### src/rtl/alu_result_display.sv
// rtl/alu_result_display.sv - ALU result to 4-digit multiplexed seven-segment display
//
// Converts the 8-bit ALU result to decimal with an iterative double-dabble
// engine. The result is shown as signed (two's complement) or unsigned, and the
// four digits are scanned with a refresh counter.
//
// Ports:
//   clk         system clock, rising edge
//   rst_n       asynchronous active-low reset
//   result      [7:0] ALU result to display
//   signed_mode 1 = show result as -128..127, 0 = show as 0..255
//   seg         [6:0] segments {g,f,e,d,c,b,a}, active-low, registered
//   an          [3:0] digit enables, active-low one-hot; an[0] = ones digit
//   busy        high while a conversion is in progress
//   conv_done   one-cycle pulse when the display registers take a new value
module alu_result_display #(
  parameter int REFRESH_DIV   = 50000,
  parameter bit BLANK_LEADING = 1'b1
) (
  input  logic       clk,
  input  logic       rst_n,
  input  logic [7:0] result,
  input  logic       signed_mode,
  output logic [6:0] seg,
  output logic [3:0] an,
  output logic       busy,
  output logic       conv_done
);

  localparam int CW = (REFRESH_DIV > 2) ? $clog2(REFRESH_DIV) : 1;
  localparam logic [CW-1:0] LAST = CW'(REFRESH_DIV - 1);

  localparam logic [6:0] SEG_BLANK = 7'h7F;
  localparam logic [6:0] SEG_MINUS = 7'h3F;

  typedef enum logic [1:0] {IDLE, SHIFT, COMMIT} state_t;

  state_t      state;
  logic [7:0]  sh;
  logic [11:0] bcd;
  logic [11:0] bcd_adj;
  logic [2:0]  iter;
  logic        neg;

  // Display registers hold already-encoded segment patterns
  logic [6:0]  disp3, disp2, disp1, disp0;

  logic [CW-1:0] refresh_cnt;
  logic [1:0]    idx;
  logic [1:0]    next_idx;
  logic [6:0]    seg_next;

  function automatic logic [6:0] enc(input logic [3:0] d);
    case (d)
      4'd0:    enc = 7'h40;
      4'd1:    enc = 7'h79;
      4'd2:    enc = 7'h24;
      4'd3:    enc = 7'h30;
      4'd4:    enc = 7'h19;
      4'd5:    enc = 7'h12;
      4'd6:    enc = 7'h02;
      4'd7:    enc = 7'h78;
      4'd8:    enc = 7'h00;
      4'd9:    enc = 7'h10;
      default: enc = SEG_BLANK;
    endcase
  endfunction

  // Double-dabble correction applied before every shift
  always_comb begin
    bcd_adj = bcd;
    if (bcd[3:0]  >= 4'd5) bcd_adj[3:0]  = bcd[3:0]  + 4'd3;
    if (bcd[7:4]  >= 4'd5) bcd_adj[7:4]  = bcd[7:4]  + 4'd3;
    if (bcd[11:8] >= 4'd5) bcd_adj[11:8] = bcd[11:8] + 4'd3;
  end

  always_ff @(posedge clk or negedge rst_n) begin
    if (!rst_n) begin
      state     <= IDLE;
      sh        <= 8'd0;
      bcd       <= 12'd0;
      iter      <= 3'd0;
      neg       <= 1'b0;
      busy      <= 1'b0;
      conv_done <= 1'b0;
      disp3     <= SEG_BLANK;
      disp2     <= SEG_BLANK;
      disp1     <= SEG_BLANK;
      disp0     <= 7'h40;
    end else begin
      conv_done <= 1'b0;
      case (state)
        IDLE: begin
          neg <= signed_mode & result[7];
          // 8-bit negation of 0x80 yields 0x80, which is the required magnitude 128
          sh    <= (signed_mode & result[7]) ? (8'd0 - result) : result;
          bcd   <= 12'd0;
          iter  <= 3'd0;
          busy  <= 1'b1;
          state <= SHIFT;
        end
        SHIFT: begin
          bcd  <= {bcd_adj[10:0], sh[7]};
          sh   <= {sh[6:0], 1'b0};
          iter <= iter + 3'd1;
          if (iter == 3'd7) state <= COMMIT;
        end
        COMMIT: begin
          disp3     <= neg ? SEG_MINUS : SEG_BLANK;
          disp2     <= (BLANK_LEADING && bcd[11:8] == 4'd0) ? SEG_BLANK : enc(bcd[11:8]);
          disp1     <= (BLANK_LEADING && bcd[11:8] == 4'd0 && bcd[7:4] == 4'd0)
                       ? SEG_BLANK : enc(bcd[7:4]);
          disp0     <= enc(bcd[3:0]);
          busy      <= 1'b0;
          conv_done <= 1'b1;
          state     <= IDLE;
        end
        default: state <= IDLE;
      endcase
    end
  end

  assign next_idx = idx + 2'd1;

  always_comb begin
    seg_next = SEG_BLANK;
    case (next_idx)
      2'd0: seg_next = disp0;
      2'd1: seg_next = disp1;
      2'd2: seg_next = disp2;
      2'd3: seg_next = disp3;
      default: seg_next = SEG_BLANK;
    endcase
  end

  // seg and an only move on a tick, so a commit never changes a lit digit
  always_ff @(posedge clk or negedge rst_n) begin
    if (!rst_n) begin
      refresh_cnt <= '0;
      idx         <= 2'd0;
      an          <= 4'hF;
      seg         <= SEG_BLANK;
    end else if (refresh_cnt == LAST) begin
      refresh_cnt <= '0;
      idx         <= next_idx;
      an          <= ~(4'b0001 << next_idx);
      seg         <= seg_next;
    end else begin
      refresh_cnt <= refresh_cnt + 1'b1;
    end
  end

endmodule
### config.mk
export PLATFORM = sky130hd
export DESIGN_NAME = alu_result_display
export DESIGN_NICKNAME = d
export VERILOG_FILES = /design/src/rtl/alu_result_display.sv
export SDC_FILE = /design/constraint.sdc
export NUM_CORES = 1
export LEC_CHECK = 0
export ABC_AREA = 1
export BUFFER_PORTS_ARGS = -buffer_cell sky130_fd_sc_hd__buf_2
export CAP_MARGIN = 20
export CELL_PAD_IN_SITES_DETAIL_PLACEMENT = 0
export CELL_PAD_IN_SITES_GLOBAL_PLACEMENT = 1
export CORE_MARGIN = 1
export CORE_UTILIZATION = 42
export DETAILED_ROUTE_END_ITERATION = 8
export MAX_ROUTING_LAYER = met4
export PLACE_DENSITY = 0.87
export SYNTH_ARGS = -nofsm -noshare
export SYNTH_HDL_FRONTEND = slang
export SYNTH_SLANG_ARGS = --single-unit
### constraint.sdc
create_clock -name clk -period 1.6 [get_ports clk]
set_clock_uncertainty 0.2 [all_clocks]
set_input_delay 0.08 -clock clk [delete_from_list [all_inputs] [get_ports clk]]
set_output_delay 0.08 -clock clk [all_outputs]
set_load 0.1 [all_outputs]
[After elaboration in Yosys (flattened, before gate mapping)]
Memory sizes are Yosys's and may differ from the RTL's. A register that Yosys moved wholly into a read port is not among the register bits.
Cells that the tools add are included.
Cells by class
  shift-type cells: 1
  reductions and logical operators: 8
  $add $sub $neg: 7
  equal/unequal tests: 8
  muxes and demuxes: 16
  magnitude comparators: 3
  bitwise operators: 2
Operator list (number)
  $pmux 7 s4: 1
  $pmux 12 s2: 1
  $mux 7: 3
  $add 16x1->16 const B: 1
  $eq 16x16->1 const B: 1
  $mux 16: 1
  $pmux 8 s2: 1
  $ge 4x3->1 const B: 3
  $add 4x2->4 const B: 2
  $logic_not 4->1: 2
  $mux 4: 2
  $mux 8: 1
  $sub 1x8->8 const A: 1
  $eq 2x2->1 const B: 3
  $pmux 3 s2: 1
  $eq 2x1->1 const B: 2
  $logic_not 2->1: 2
  $not 4->4: 1
  $pmux 2 s2: 1
  $reduce_bool 2->1: 2
  $shl 1x2->4 const A: 1
  $add 3x1->3 const B: 1
  $add 3x2->3 const B: 1
  $eq 3x3->1 const B: 1
  9 further kinds: 9
Word-level totals
  memories: 3
  flip-flop bits (word level): 78
  ROM bits: 336
  logic and storage cells: 62
Memories
  (no name shown): depth 16, width 7, read ports 1, clocked after Yosys merged registers in 0, write ports 0, line 54  | case (d)
  (no name shown): depth 16, width 7, read ports 1, clocked after Yosys merged registers in 0, write ports 0, line 54
  (no name shown): depth 16, width 7, read ports 1, clocked after Yosys merged registers in 1, write ports 0, line 54

[Depth between registers and ports, before layout]
Gate-level depths: netlist (run 1).
  depth after elaboration: 3
  depth in mapped cells: 9
  depth with buffers taken out: 9

[Worst setup path after synthesis (run 1)]
Ideal clock, no wire load.
  kind: register to register
  start: register refresh_cnt[0]
  end: register an[3]
  setup slack: 0.075 ns
  library setup time: 0.069 ns
  arrival time: 1.256 ns
  stages on the path, launching flop included: 10
  period minus slack after synthesis: 1.525 ns
  data required time: 1.331 ns
  buffers on the path: 1
  cell sequence: dfrtp_1 > ha_1 > nand2_2 > clkinv_2 > nand2_4 > nor2_4 > nand2_4 > buf_6 > nand2_2 > o21ai_2
Between the ends
  word-level cells in the longest chain between the ends: 1
Ends and longest elaborated chain
  start, declared: line 48  | logic [CW-1:0] refresh_cnt;
  start signal, assigned: line 149  | refresh_cnt <= refresh_cnt + 1'b1;
  $eq 16x16->1: line 143  | end else if (refresh_cnt == LAST) begin
  end signal, assigned: line 146  | an <= ~(4'b0001 << next_idx);
  end, declared: line 25  | output logic [3:0] an,
Every way passes these cells.
A chain may end at the register's enable or synchronous reset.

[Worst setup path in the final report (run 1)]
  start: register refresh_cnt[0]
  end: register idx[1]
Between the ends
  word-level cells in the longest chain between the ends: 1
Ends and longest elaborated chain
  $eq 16x16->1: line 143
  end signal, assigned: line 145  | idx <= next_idx;
  end, declared: line 49  | logic [1:0] idx;
Every way passes these cells.

==> summary.md, run 1 <==
| Metric | Value |
|---|---|
| Critical R2R Launch | `refresh_cnt[0]` |
| Initial core utilization | `44.1%` |
| Post-synthesis sequential area ratio | `a little under half` |
| Sequential power share | `42.6%` |
| Met2 usage in global routing | `31.7%` |
| Clock Sinks | `79` |
| Drt pass-1 iters | `4` |
| Crit path cell chain | `ha_2 -> nand2_4 -> inv_4 -> nand2_4 -> nor2_4 -> nand2_8 -> buf_6 -> nand2_2 -> nand2_1` |
| Clock buffer count from CTS | `9` |
| Kind of critical path | `reg2reg` |
| Rows | `36` |
| Peak supply drop | `between 0.6 and 0.7 mV` |
| First element of the critical path | `refresh_cnt[0]` |
| Switching Fraction | `a little over a third` |
| Unrepaired setup endpoints after global routing | `yes` |
| Fin util | `55.2%` |
| Ant. Diodes | `0` |
| CP endpoint kind | `flip-flop` |
| Violated checks | `negative setup slack` |
| Slowest-stage cell, CP | `dfrtp_1` |
| Required @ worst endpoint | `roughly 1.7 ns` |
| Area share of the largest cell type after synthesis | `29.6%` |
| Met1 global-route usage | `24.7%` |
| Clock transition at path regs | `0.09 ns` |
| DRT antenna net count | `0` |
| Final Critical Period | `1.64 ns` |
| Synth area leader | `dfrtp_1` |
| R2R Path End | `idx[1]` |
| First-pass GRT wire length | `16,700 µm` |
| Reg2Reg Setup Slack | `-0.04 ns` |
| Final wirelength | `9910 µm` |
| Initial antenna violation count | `0` |
| Layout cells sized above 1 | `30.1%` |
| Pint | `roughly 4.2 mW` |
| Final Cycle Share | `103%` |
| Cell Pwr Density | `1180 nW/µm²` |
| Layout net count | `655` |
| Port-buffer cells | `23` |
| Measured slew at the worst slew-check pin | `between 0.4 and 0.5 ns` |
| Startpoint class of the critical path | `flip-flop` |
| Clock tree buffer depth | `2` |
| Max Slew Vio Count | `0` |
| Remaining global-route overflow | `0` |
| Avg Inst Size Synth | `8.13 µm²` |
| Max Clk Rate | `0.608 GHz` |
| P&R area growth vs syn | `25.3%` |
| Mapped Cells | `540` |
| Most used DFF post-synth | `dfrtp_1` |
| Die span in y | `between 100 and 150 µm` |
| Critical Path End | `idx[1]` |
| Drt wl/cell | `13.1 µm` |
| Hold WC Path Type | `in2async` |
| Cell variety after synth | `36` |
| Comb power frac | `between 30 and 40%` |
| Gr usage total | `19.8%` |
| Mapped cell area | `between 4000 and 5000 µm²` |
| Lkg Pwr | `2.60 nW` |
| Die area | `roughly 11,000 µm²` |
| Top cells by area, synth | `dfrtp_1 (30%), dfstp_2 (16%), nand2_1 (9.1%)` |
| Register-to-Register Path Depth | `9` |
| Commonest cells in the synthesized netlist | `nand2_1 (106), nor2_1 (77), inv_1 (54)` |
| H-Tree Depth | `3` |
| RePlAce Congestion | `~0.84` |
| Async SR Flop Fraction | `100%` |
| Die X-Extent | `104 µm` |
| Top-count cell post-synth | `nand2_1` |
| Warnings, synthesis | `0` |
| Endpoints failing hold | `0` |
| Clock network power share | `23.8%` |
| Final setup fails | `13` |
| Placeable core area | `9950 µm²` |
| CP peak stage delay | `between 0.3 and 0.4 ns` |
| Via density | `4.94` |
| CP most frequent cell | `nand2_4` |
| Clock Tree Root | `clkbuf_8` |
| M3 GR Usage | `4.64%` |
| DP HPWL | `7070 µm` |
| DP Cell Count | `723` |
| DRC | `0` |
| Max Fanout on Critical Path | `6` |
| Top Ports | `24` |
| Busiest layer in global routing | `met2` |
| Post-synth net total | `575` |
| Sw Pwr | `2.26 mW` |
| Status | `complete, but fails checks` |
| Initial DRC Count | `208` |
| Total number of vias | `3,744` |
| Post-synth EDFFs | `0` |
| Skew-Pair Late Insertion Delay | `0.37 ns` |
| Fin cells | `~760` |
| Max-cap violations | `0` |
| Arrival time at the worst endpoint | `1.70 ns` |
| Register bit total from synthesis | `79` |
| CTS tree | `done` |
| Largest net degree at the start of global routing | `31` |
| Final worst setup slack | `-0.0436 ns` |
| Vias in the first global route | `3,590` |
| Max-slew headroom | `67.7%` |
==> per-layer routing <==
| metal | up-vias | part of all wire [%] |
|---|---|---|
| li1 | 1915 | - |
| met1 | 1753 | 47 |
| met2 | 63 | 48 |
| met3 | 13 | 3.2 |
| met4 | 0 | 1.6 |
| met5 | - | 0 |
==> worst min path at each step <==
stage	start	end	slack, ns
5_1_grt	rst_n	disp2[2]	0.19
3_3_place_gp	rst_n	refresh_cnt[10]	-0.19
6_report	rst_n	disp2[2]	0.18
2_1_floorplan	rst_n	bcd[0]	-0.42
4_1_cts	rst_n	disp2[2]	0.16
3_5_place_dp	rst_n	refresh_cnt[9]	-0.19
==> logic make-up (layout without fill, tap and decap cells) <==
logic type / after synthesis / count (layout) / synth area share (%)
adders and majority gates: 24 / 24 / 6.84
and+or+nand+nor: 254 / 255 / 25.4
xor gates and xnor gates: 6 / 6 / 1.20
buffers and inverters: 77 / 161 / 7.27
AOI/OAI and AO/OA: 100 / 100 / 13.5
DFF: 79 / 79 / 45.8
==> final cells by class <==
class	instances	area [µm²]
multi-input cells	385	2190
flip-flops and latches	79	2010
fillers	894	4460
clock inverters	4	45.0
well taps	133	166
repair buffers	79	666
inverters	66	258
clock buffers	12	155
==> sequential cells by signal, indices dropped and copies added, names as in the netlist, 3 cells and up <==
register     flops
iter             3
disp2            7
an               4
seg              7
disp0            7
disp1            7
sh               8
refresh_cnt     16
bcd             12
==> repair_timing <==
action                                  CTS  global route
endpoints found under the setup margin   23            39
hold endpoints to repair                 88             0
setup buffers                             3             4
gates resized for setup                  13            45
cloned                                    0             1
pin swaps                                 1             6
hold buffers                             11             0
==> layout by cell type (no fill, tap or decap), drive strengths merged <==
| cell type | netlist | final |
|---|---|---|
| o21ai | 39 | 39 |
| nor3 | 6 | 6 |
| o211ai | 5 | 5 |
| o221ai | 1 | 1 |
| o22ai | 14 | 14 |
| dfstp | 27 | 27 |
| xnor2 | 1 | 1 |
| a21oi | 32 | 32 |
| bufinv | 0 | 1 |
| a31oi | 3 | 3 |
| nand2 | 120 | 121 |
| xor2 | 5 | 5 |
| clkbuf | 2 | 12 |
| clkinv | 1 | 3 |
| dlygate4sd3 | 0 | 11 |
| buf | 9 | 68 |
| inv | 65 | 66 |
| or2 | 1 | 1 |
| nand3b | 2 | 2 |
| nand4 | 5 | 5 |
| nor2 | 86 | 86 |
| ha | 24 | 24 |
| o21bai | 4 | 4 |
| dfrtp | 52 | 52 |
| a22o | 2 | 2 |
| nand3 | 34 | 34 |
==> metrics by stage <==
stage | instance area (µm²) | hold WS (ns) | setup TNS [ns] | setup WS (ns) | power (mW)
after floorplan | 4390 | -0.416 | 0 | 0.0751 | 4.06
after global placement | 4940 | -0.192 | 0 | 0.0157 | 4.68
after detailed placement | 4940 | -0.186 | -0.131 | -0.0379 | 4.72
after CTS | 5310 | 0.161 | 0 | 0.0128 | 6.31
after global routing | 5500 | 0.194 | -1.37 | -0.116 | 6.96
final | 5500 | 0.176 | -0.280 | -0.0436 | 6.47
==> power by group through the flow <==
stage | sequential [mW] | clock [mW] | combinational [mW]
after floorplan | 2.71 | 0 | 1.34
after global placement | 2.78 | 0 | 1.90
after detailed placement | 2.79 | 0 | 1.94
after CTS | 2.75 | 1.59 | 1.97
after global routing | 2.79 | 1.68 | 2.50
final | 2.76 | 1.54 | 2.18
==> critical path: cells and delay by family (launching register included) <==
kind	cells	cell delay, ns
simple gates	6	0.52
flops	1	0.37
fa+ha+maj	1	0.22
buf+inv	2	0.21
No activity file was read; power rests on OpenSTA's default activity.
==> inputs of run 2 (changes only) <==
CORE_MARGIN = 4   (was 1)
==> summary.md, run 2 (same netlist as run 1, synthesis figures left out) <==
| Metric | Value |
|---|---|
| Status | `finished clean` |
| Fillcell total | `947` |
| Clock Sinks | `79` |
| Rows | `37` |
| Cell Pwr Density | `around 1200 nW/µm²` |
| Ant. Diodes | `0` |
| Peak supply drop | `0.456 mV` |
| Clock Tree Root | `clkbuf_8` |
| Critical Path End | `refresh_cnt[13]` |
| Final Cycle Share | `99.2%` |
| Most frequent cells in the layout | `nand2_1 (98), nor2_1 (72), dfrtp_1 (49), buf_4 (47), inv_1 (46)` |
| Layout cells sized above 1 | `31.2%` |
| P&R area growth vs syn | `25.7%` |
| Max-slew headroom | `67.9%` |
| Initial antenna violation count | `0` |
| Endpoints failing hold | `0` |
| Via density | `4.89` |
| Worst Path Buf+Inv | `3` |
| Lkg Pwr | `2.63 nW` |
| Initial core utilization | `42.9%` |
| Placed Area | `approximately 4900 µm²` |
| Die span in y | `110 µm` |
| Final worst setup slack | `0.0125 ns` |
| DRT antenna net count | `0` |
| R2R Path End | `refresh_cnt[13]` |
| Clock buffer count from CTS | `9` |
| Measured slew at the worst slew-check pin | `0.485 ns` |
| Final Critical Period | `between 1.5 and 2 ns` |
| Max Clk Rate | `0.630 GHz` |
| Max reg flops | `16` |
| Clock transition at path regs | `0.09 ns` |
| Max-cap violations | `0` |
| CP peak stage delay | `0.41 ns` |
| Slowest-stage cell, CP | `dfrtp_1` |
| Final setup fails | `0` |
| Drt pass-1 iters | `6` |
| H-Tree Depth | `3` |
| CTS tree | `done` |
| Top delay family on crit path | `simple AND/OR/NAND/NOR gates` |
| Arrival time at the worst endpoint | `1.63 ns` |
| Reg area | `2010 µm²` |
| Total number of vias | `approximately 3.7k` |
| First element of the critical path | `refresh_cnt[0]` |
| Initial DRC Count | `about 260` |
| Die X-Extent | `approximately 110 µm` |
| Levels on crit path | `7` |
| Clock tree buffer depth | `2` |
| Total power | `6.46 mW` |
| CP endpoint kind | `flip-flop` |
| Top Ports | `24` |
| Max Fanout on Critical Path | `3` |
| Unrepaired setup endpoints after global routing | `yes` |
| Multi-input gate area | `around 2200 µm²` |
| Required @ worst endpoint | `1.64 ns` |
| RePlAce Congestion | `0.917` |
| Critical R2R Launch | `refresh_cnt[0]` |
| Die area | `12,100 µm²` |
| Design area | `between 5000 and 6000 µm²` |
| First-pass GRT wire length | `around 17,000 µm` |
| DP HPWL | `7150 µm` |
| Skew-Pair Late Insertion Delay | `0.36 ns` |
| Remaining global-route overflow | `0` |
| Layout net count | `~660` |
| Most common cell after layout, fill and taps aside | `nand2_1` |
| Register-to-Register Path Depth | `7` |
| Setup_tns | `0 ns` |
| Drt wl/cell | `~14 µm` |
| Reg2Reg Setup Slack | `0.01 ns` |
| Largest registers | `refresh_cnt (16), bcd (12), sh (8)` |
| Biggest register | `refresh_cnt` |
| Vias in the first global route | `3,679` |
| Gr usage total | `between 10% and 20%` |
| Largest net degree at the start of global routing | `30` |
| Kind of critical path | `reg2reg` |
| Port-buffer cells | `23` |
| Hold WC Path Type | `in2async` |
| Final wirelength | `10,300 µm` |
| Crit path cell chain | `buf_4 -> buf_4 -> nand3_1 -> nor2_2 -> nand3_1 -> xor2_1 -> inv_1` |
| DRC | `0` |
| Max Slew Vio Count | `0` |
| Startpoint class of the critical path | `flip-flop` |
| Pre-CTS setup slack | `-0.00112 ns` |
| Placeable core area | `between 10,000 and 15,000 µm²` |
## run 2: cell types whose count changed in the layout (fill, tap and decap cells not counted), moves of 2 or more
| cell | previous run | this run |
|---|---|---|
| buf_6 | 6 | 3 |
| clkbuf_16 | 0 | 3 |
| clkbuf_8 | 11 | 9 |
| inv_1 | 51 | 46 |
| inv_2 | 12 | 17 |
| inv_4 | 2 | 4 |
| nand2_2 | 17 | 19 |
| o21ai_2 | 11 | 13 |
## run 2: stage by stage
| step | hold slack, ns | cells | util, % |
|---|---|---|---|
| after floorplan | -0.416 | 540 | - |
| after global placement | -0.160 | 721 | 48.1 |
| after detailed placement | -0.159 | 721 | 48.1 |
| after CTS | 0.184 | 751 | 51.6 |
| after global routing | 0.211 | 761 | 53.9 |
| final | 0.195 | 761 | 53.9 |
## run 2: worst min-delay path by stage
stage                     start             end  slack (ns)  cells after the start
after floorplan           rst_n          bcd[0]       -0.42                      0
after global placement    rst_n  refresh_cnt[6]       -0.16                      1
after detailed placement  rst_n  refresh_cnt[6]       -0.16                      1
after CTS                 rst_n        disp2[4]        0.18                      2
after global routing      rst_n        disp2[1]        0.21                      2
final                     rst_n        disp2[2]        0.20                      2
## run 2: timing repair
item,4_1_cts,5_1_grt
hold buffers,12,0
pin swaps,1,12
setup buffers,2,8
gates cloned,0,2
resized for setup,11,51
endpoints found under the hold margin,76,0
setup endpoints to repair,13,48
## run 2: power breakdown
| part | internal [mW] | switching, mW | leakage [nW] |
|---|---|---|---|
| combinational | 0.933 | 1.23 | 1.58 |
| clock | 0.749 | 0.758 | 0.103 |
| sequential | 2.48 | 0.309 | 0.944 |
## run 2: cell type report
| cell class | instances | area share [%] |
|---|---|---|
| inverter | 66 | 4.63 |
| multi-input combinational | 385 | 39.7 |
| tap | 136 | 3.08 |
| timing repair buffer | 79 | 12.5 |
| sequential | 79 | 36.5 |
| clock buffer | 12 | 3.22 |
| clock inverter | 4 | 0.431 |
## run 2: routing by layer
metal	up-vias	wire length (µm)	track usage, %
li1	1912	-	-
met3	14	349	2.56
met4	0	189	8.18
met2	64	5050	29.3
met5	-	0	-
met1	1728	4720	24.2
## run 2: worst reg2reg max path, stage by stage (launching register included)
cell and delay, ns:
dfrtp_1 0.41, buf_4 0.13, buf_4 0.10, nand3_1 0.13, nor2_2 0.16, nand3_1 0.13, xor2_1 0.16, inv_1 0.05
